File: src/rtl/ror32_seq.sv
// ror32_seq: sequential 32-bit rotator, one bit per clock.
// Loads operand and amount (num_shifts mod 32) on start in IDLE, rotates once
// per SHIFT cycle, then pulses done for one cycle. All outputs are registered.
// Optional feature: define ROR32_SEQ_DIR_EN to add a 'dir' input
// (1 = rotate left, 0 = rotate right), sampled together with start.
module ror32_seq #(
    parameter int WIDTH = 32,
    parameter int CNT_W = 5
) (
    input  logic                    clk,
    input  logic                    clr_n,
    input  logic                    start,
    input  logic signed [WIDTH-1:0] in,
    input  logic signed [WIDTH-1:0] num_shifts,
`ifdef ROR32_SEQ_DIR_EN
    input  logic                    dir,
`endif
    output logic signed [WIDTH-1:0] out,
    output logic                    busy,
    output logic                    done
);

    typedef enum logic [1:0] {
        StIdle  = 2'd0,
        StShift = 2'd1,
        StDone  = 2'd2
    } state_t;

    state_t             state_q, state_d;
    logic [WIDTH-1:0]   work_q, work_d;
    logic [CNT_W-1:0]   cnt_q, cnt_d;
    logic               busy_q, busy_d;
    logic               done_q, done_d;
    logic [WIDTH-1:0]   rot_r;
    logic [CNT_W-1:0]   amt;

    // Only the low bits of the amount matter: rotation is modulo WIDTH.
    logic unused_num_shifts_hi;
    assign unused_num_shifts_hi = ^num_shifts[WIDTH-1:CNT_W];

    assign amt   = num_shifts[CNT_W-1:0];
    assign rot_r = {work_q[0], work_q[WIDTH-1:1]};

`ifdef ROR32_SEQ_DIR_EN
    logic             dir_q, dir_d;
    logic [WIDTH-1:0] rot_l;
    logic [WIDTH-1:0] rot_step;
    assign rot_l    = {work_q[WIDTH-2:0], work_q[WIDTH-1]};
    assign rot_step = dir_q ? rot_l : rot_r;

    // Direction latch, captured with the accepted start.
    always_ff @(posedge clk or negedge clr_n) begin
        if (!clr_n) begin
            dir_q <= 1'b0;
        end else begin
            dir_q <= dir_d;
        end
    end
`else
    logic [WIDTH-1:0] rot_step;
    assign rot_step = rot_r;
`endif

    // Next-state, datapath and registered-output decode.
    always_comb begin
        state_d = state_q;
        work_d  = work_q;
        cnt_d   = cnt_q;
`ifdef ROR32_SEQ_DIR_EN
        dir_d   = dir_q;
`endif
        unique case (state_q)
            StIdle: begin
                if (start) begin
                    work_d  = in;
                    cnt_d   = amt;
`ifdef ROR32_SEQ_DIR_EN
                    dir_d   = dir;
`endif
                    state_d = (amt != '0) ? StShift : StDone;
                end
            end
            StShift: begin
                work_d = rot_step;
                cnt_d  = cnt_q - CNT_W'(1);
                if (cnt_q == CNT_W'(1)) begin
                    state_d = StDone;
                end
            end
            StDone: begin
                state_d = StIdle;
            end
            default: begin
                state_d = StIdle;
            end
        endcase
        busy_d = (state_d == StShift);
        done_d = (state_d == StDone);
    end

    // State, datapath and output flops; reset clears everything at once.
    always_ff @(posedge clk or negedge clr_n) begin
        if (!clr_n) begin
            state_q <= StIdle;
            work_q  <= '0;
            cnt_q   <= '0;
            busy_q  <= 1'b0;
            done_q  <= 1'b0;
        end else begin
            state_q <= state_d;
            work_q  <= work_d;
            cnt_q   <= cnt_d;
            busy_q  <= busy_d;
            done_q  <= done_d;
        end
    end

    assign out  = work_q;
    assign busy = busy_q;
    assign done = done_q;

endmodule

File: config.mk
export PLATFORM = sky130hd
export DESIGN_NAME = ror32_seq
export DESIGN_NICKNAME = d
export VERILOG_FILES = /design/src/rtl/ror32_seq.sv
export SDC_FILE = /design/constraint.sdc
export NUM_CORES = 1
export LEC_CHECK = 0
export ABC_CLOCK_PERIOD_IN_PS = 1650
export CORE_MARGIN = 4
export CORE_UTILIZATION = 40
export DETAILED_ROUTE_END_ITERATION = 7
export PLACE_DENSITY = 0.8
export SYNTH_ARGS = -nofsm -noshare
export SYNTH_HDL_FRONTEND = slang
export SYNTH_SLANG_ARGS = --single-unit
File: constraint.sdc
create_clock -name clk -period 1.65 [get_ports clk]
set_input_delay 0.165 -clock clk [delete_from_list [all_inputs] [get_ports clk]]
set_output_delay 0.165 -clock clk [all_outputs]
set_load 0.05 [all_outputs]
# [Yosys cells after proc, flatten, opt, wreduce, memory -nomap -nowiden]
# Cells that the tools add are included.
[word_totals] out_inout_bits=34 input_bits=67 reg_bits=41 wordCells=23
[classes] reduce_logical=4 n_mux=8 n_eq_ne=5 add_sub_neg=1
[ops] cell="$pmux 32 s2" n=1
[ops] cell="$mux 32" n=1
[ops] cell="$pmux 5 s2" n=1
[ops] cell="$mux 2" n=3
[ops] cell="$eq 5x1->1 const B" n=1
[ops] cell="$mux 5" n=1
[ops] cell="$reduce_bool 5->1" n=1
[ops] cell="$sub 5x1->5 const B" n=1
[ops] cell="$eq 2x1->1 const B" n=2
[ops] cell="$pmux 2 s2" n=1
[ops] cell="$eq 2x2->1 const B" n=1
[ops] cell="$logic_not 2->1" n=1
[ops] cell="$ne 2x2->1 const B" n=1
[ops] cell="$reduce_and 2->1" n=1
[ops] cell="$reduce_bool 2->1" n=1

# [Depth between registers and ports, before layout]
# Gate-level depths: netlist of the first run.
[logic_depth] ltp_word=5 mapped_depth=6 ltp_nobuf=5

# [Worst setup path after synthesis of the first run]
# No wires, ideal clock.
[synth_path] kind="register to register" startpoint="reg cnt_q[0]" endpoint="reg cnt_q[4]" t_required_ns=1.527 period_less_slack_ns=1.502 arrival_ns=1.379 setup_slack_ns=0.148 path_stages_with_launch=6 path_buffers=0 path_cell_list="dfrtp_1 -> inv_1 -> ha_1 -> nor3b_1 -> mux2_2 -> o221a_2"
[synth_via] elab_chain_cells=2
[synth_rtl] item="start: declaration" line="31" source="logic [CNT_W-1:0] cnt_q, cnt_d;"
[synth_rtl] item="start signal: assignment" line="112" source="cnt_q <= cnt_d;"
[synth_rtl] item="$sub 5x1->5" line="85" source="cnt_d = cnt_q - CNT_W'(1);"
[synth_rtl] item="$pmux 5 s2" line="72" source="unique case (state_q)"
# No other way between the ends.
# A chain may end at the register's enable or synchronous reset.

# [Worst setup path in the final report of the first run]
[layout_path] startpoint="reg done_q, in the netlist done" endpoint="out done"
[layout_rtl] item="start: declaration" line="33" source="logic done_q, done_d;"
[layout_rtl] item="start signal: assignment" line="114" source="done_q <= done_d;"
[layout_rtl] item="end: declaration" line="20" source="output logic done"
# No word-level cell between the ends.

==> flow_metrics.tcl, run 1 <==
set metrics [dict create \
    ys_warn_count 0 \
    grt_pass1_wl_um 7430 \
    ios 101 \
    syn-num-nets 262 \
    max-clock-path-buffers 2 \
    worst_hold_path_type "input pin to async pin" \
    initialDrtViolationCount 42 \
    wire_per_inst_um 13.3 \
    yosys-top-cells-area "dfrtp_1 51%, mux2i_1 17%, a21oi_1 8.4%" \
    routed_wirelength_um 4520 \
    number_of_setup_buffers_added_after_cts 0 \
    design_power_total_w 0.00565 \
    crit_family "buffers and inverters" \
    numCtsBuffers 5 \
    relSlewSlack 0.663 \
    static_leakage_nw 1.27 \
    diodes 0 \
    slowest_stage "clkdlybuf4s50_1" \
    layout.filler_cells 442 \
    fp.dieW_um 79.1 \
    yosys_register_bits 41 \
    netlist_top_cells_count "41 x dfrtp_1, 36 x nor2_1, 34 x a21oi_1, 34 x mux2i_1" \
    cap_violations 0 \
    antenna_violations_before_repair 0 \
    timing.clock.skew_ns 0.00127 \
    syn_area_um2 2020 \
    worstRegToRegCells 5 \
    number_of_library_cell_types_mapped_by_synthesis 28 \
    multi_input_comb_area_um2 903 \
    syn_avg_cell_area_um2 10.5 \
    critical_path.startpoint_type "register" \
    layout.nets 340 \
    detail_route.first_pass.iterations 4 \
    critPathBufInv 1 \
    cts_tree "yes" \
    area_overhead_of_the_layout_relative_to_synthesis_pct 42.4 \
    timing.setup.critical_path_class "register to output pin" \
    synth_enable_flop_cells 0 \
    crit_arrival_ns 1.39 \
    endpoint_kind "output pin" \
    r2r_slack_ns 0.11 \
    core.rowCount 25 \
    achievable-frequency_ghz 0.642 \
    clk_pin_slew_ns 0.07 \
    post-dp-hpwl_um 3420 \
    grt_usage 0.149 \
    timing.critical_path.fanout_max 1 \
    vias_cell 4.96 \
    cp_cell_sequence "clkdlybuf4s50_1" \
    chipHeight_um 79.1 \
    clk-insertion-delay-late_ns 0.28 \
    yosysTopAreaCell "dfrtp_1" \
    gp_congestion 0.827 \
    period_needed_ns 1.56 \
    status "complete, no violations" \
    setup_viol_count_final 0 \
    final_layout_size_suffix_gt1_frac 0.221 \
    required_time_of_the_worst_setup_path_ns 1.48 \
    final-seq-area_um2 1030 \
    hold_violations 0 \
    cpPeakStageDelay_ns 0.79 \
    regToRegStartpoint "cnt_q[1]" \
    number_of_antenna_violating_nets_in_the_routed_design 0 \
    final_min_period_over_clock_period 0.943 \
    rsz_0062_raised_after_global_routing "no" \
    h-tree-depth 2 \
    power.density_cell_area_nw_per_um2 1960 \
    max_slew.worst_pin.slew_ns 0.505 \
    drcViolationCount 0 \
    die_area_um2 6260 \
    clock-root-buffer "clkbuf_8" \
    synthesis.instances 193 \
    synth_top_area_share 0.507 \
    power.ir.vdd_worst_uv 1040 \
    max_slew_violation_count 0 \
    starting_density_of_the_core 0.420 \
    synthArstFlopShare 1.00 \
    port_buffers 73 \
    r2r-end "cnt_q[4]" \
    grt_max_degree 42 \
    detailroute.via_count 1683 \
    synth.most_common_cell "dfrtp_1" \
    yosysSeqAreaShare 0.507 \
    grt_overflow 0 \
    core_um2 4820 \
    setup_total_negative_slack_ns 0 \
    top_flip_flop_cell_by_instance_count_after_synthesis "dfrtp_1" \
    clock_sinks 41 \
    grt_pass1_vias 1615 \
]
-- layout make-up --
class / instances / area share
Sequential cell: 41 / 0.356
Multi-Input combinational cell: 134 / 0.314
Timing Repair Buffer: 85 / 0.268
Tap cell: 67 / 0.0291
Clock buffer: 8 / 0.0278
Inverter: 4 / 0.00521
-- per-layer routing --
| layer | up-vias | GRT usage | wire, um |
|---|---|---|---|
| met4 | 0 | 0.0309 | 21 |
| met5 | - | 0 | 0 |
| met2 | 54 | 0.247 | 2120 |
| met1 | 793 | 0.184 | 1990 |
| met3 | 4 | 0.0578 | 391 |
| li1 | 832 | - | - |
-- power breakdown --
part,internal [W],switching [W]
Clock,0.000300,0.000310
Combinational,0.00113,0.00209
Sequential,0.00144,0.000379
Total,0.00287,0.00278
-- how the worst max path moves through the flow --
stage                  start       end  depth (start not counted)
6_report                done      done                          1
5_1_grt                 done      done                          1
4_1_cts             cnt_q[1]  cnt_q[4]                          5
3_5_place_dp   num_shifts[0]      busy                          4
3_3_place_gp   num_shifts[1]      busy                          4
2_1_floorplan       cnt_q[0]  cnt_q[4]                          5
-- cells by family after synthesis --
family / count (synthesis) / synth area share
muxes: 35 / 0.174
AOI/OAI and AO/OA: 46 / 0.136
DFF: 41 / 0.507
and+or+nand+nor: 51 / 0.119
buffers and inverters: 18 / 0.0513
adders and majority gates: 2 / 0.0124
-- per-stage QoR --
stage | hold WS, ns | instance area (um2) | worst slack, ns | util | instances
finish | 0.375 | 2880 | 0.0935 | 0.598 | 339
global route | 0.422 | 2880 | 0.0424 | 0.598 | 339
CTS | 0.378 | 2880 | 0.0466 | 0.597 | 339
detailed placement | 0.161 | 2790 | 0.0267 | 0.578 | 330
global placement | 0.155 | 2790 | 0.00387 | 0.578 | 330
floorplan | -0.131 | 2020 | 0.148 | - | 193
-- timing repair --
action / 4_1_cts / 5_1_grt
gates resized for setup: 0 / 1
endpoints found under the setup margin: 0 / 1
hold endpoints to repair: 20 / 0
hold buffers: 1 / 0
-- layout by cell type, fill, tap and decap left out, types with 2 or more instances in the layout --
master           netlist  final
dfrtp_1               41     41
o311ai_0               2      2
clkbuf_8               0      5
buf_4                  3     41
mux2i_1               34     34
o221a_2                2      2
nor3b_1                3      2
clkbuf_1               4      3
a21oi_1               34     34
clkdlybuf4s50_1        0     39
buf_12                 0      3
nand2b_2               0      2
inv_1                  4      4
or3_1                  2      2
ha_1                   2      2
nor2_1                36     36
o21ai_0                4      4
nor2_2                 2      2
-- state kept, by name, summed over array words and instances, names as in the netlist --
name and cells:
state_q 2, out 32, cnt_q 5, busy 1, done 1
Note: power is estimated with default switching activity, not from simulation.
==> run 2, diff against run 1 <==
--- a/config.mk
+++ b/config.mk
@@ -9,6 +9,7 @@
 export CORE_MARGIN = 4
 export CORE_UTILIZATION = 40
 export DETAILED_ROUTE_END_ITERATION = 7
+export GPL_ROUTABILITY_DRIVEN = 0
 export PLACE_DENSITY = 0.8
 export SYNTH_ARGS = -nofsm -noshare
 export SYNTH_HDL_FRONTEND = slang
==> results of run 2 <==
No change in the layout: final DEF, timing and power equal those of run 1.
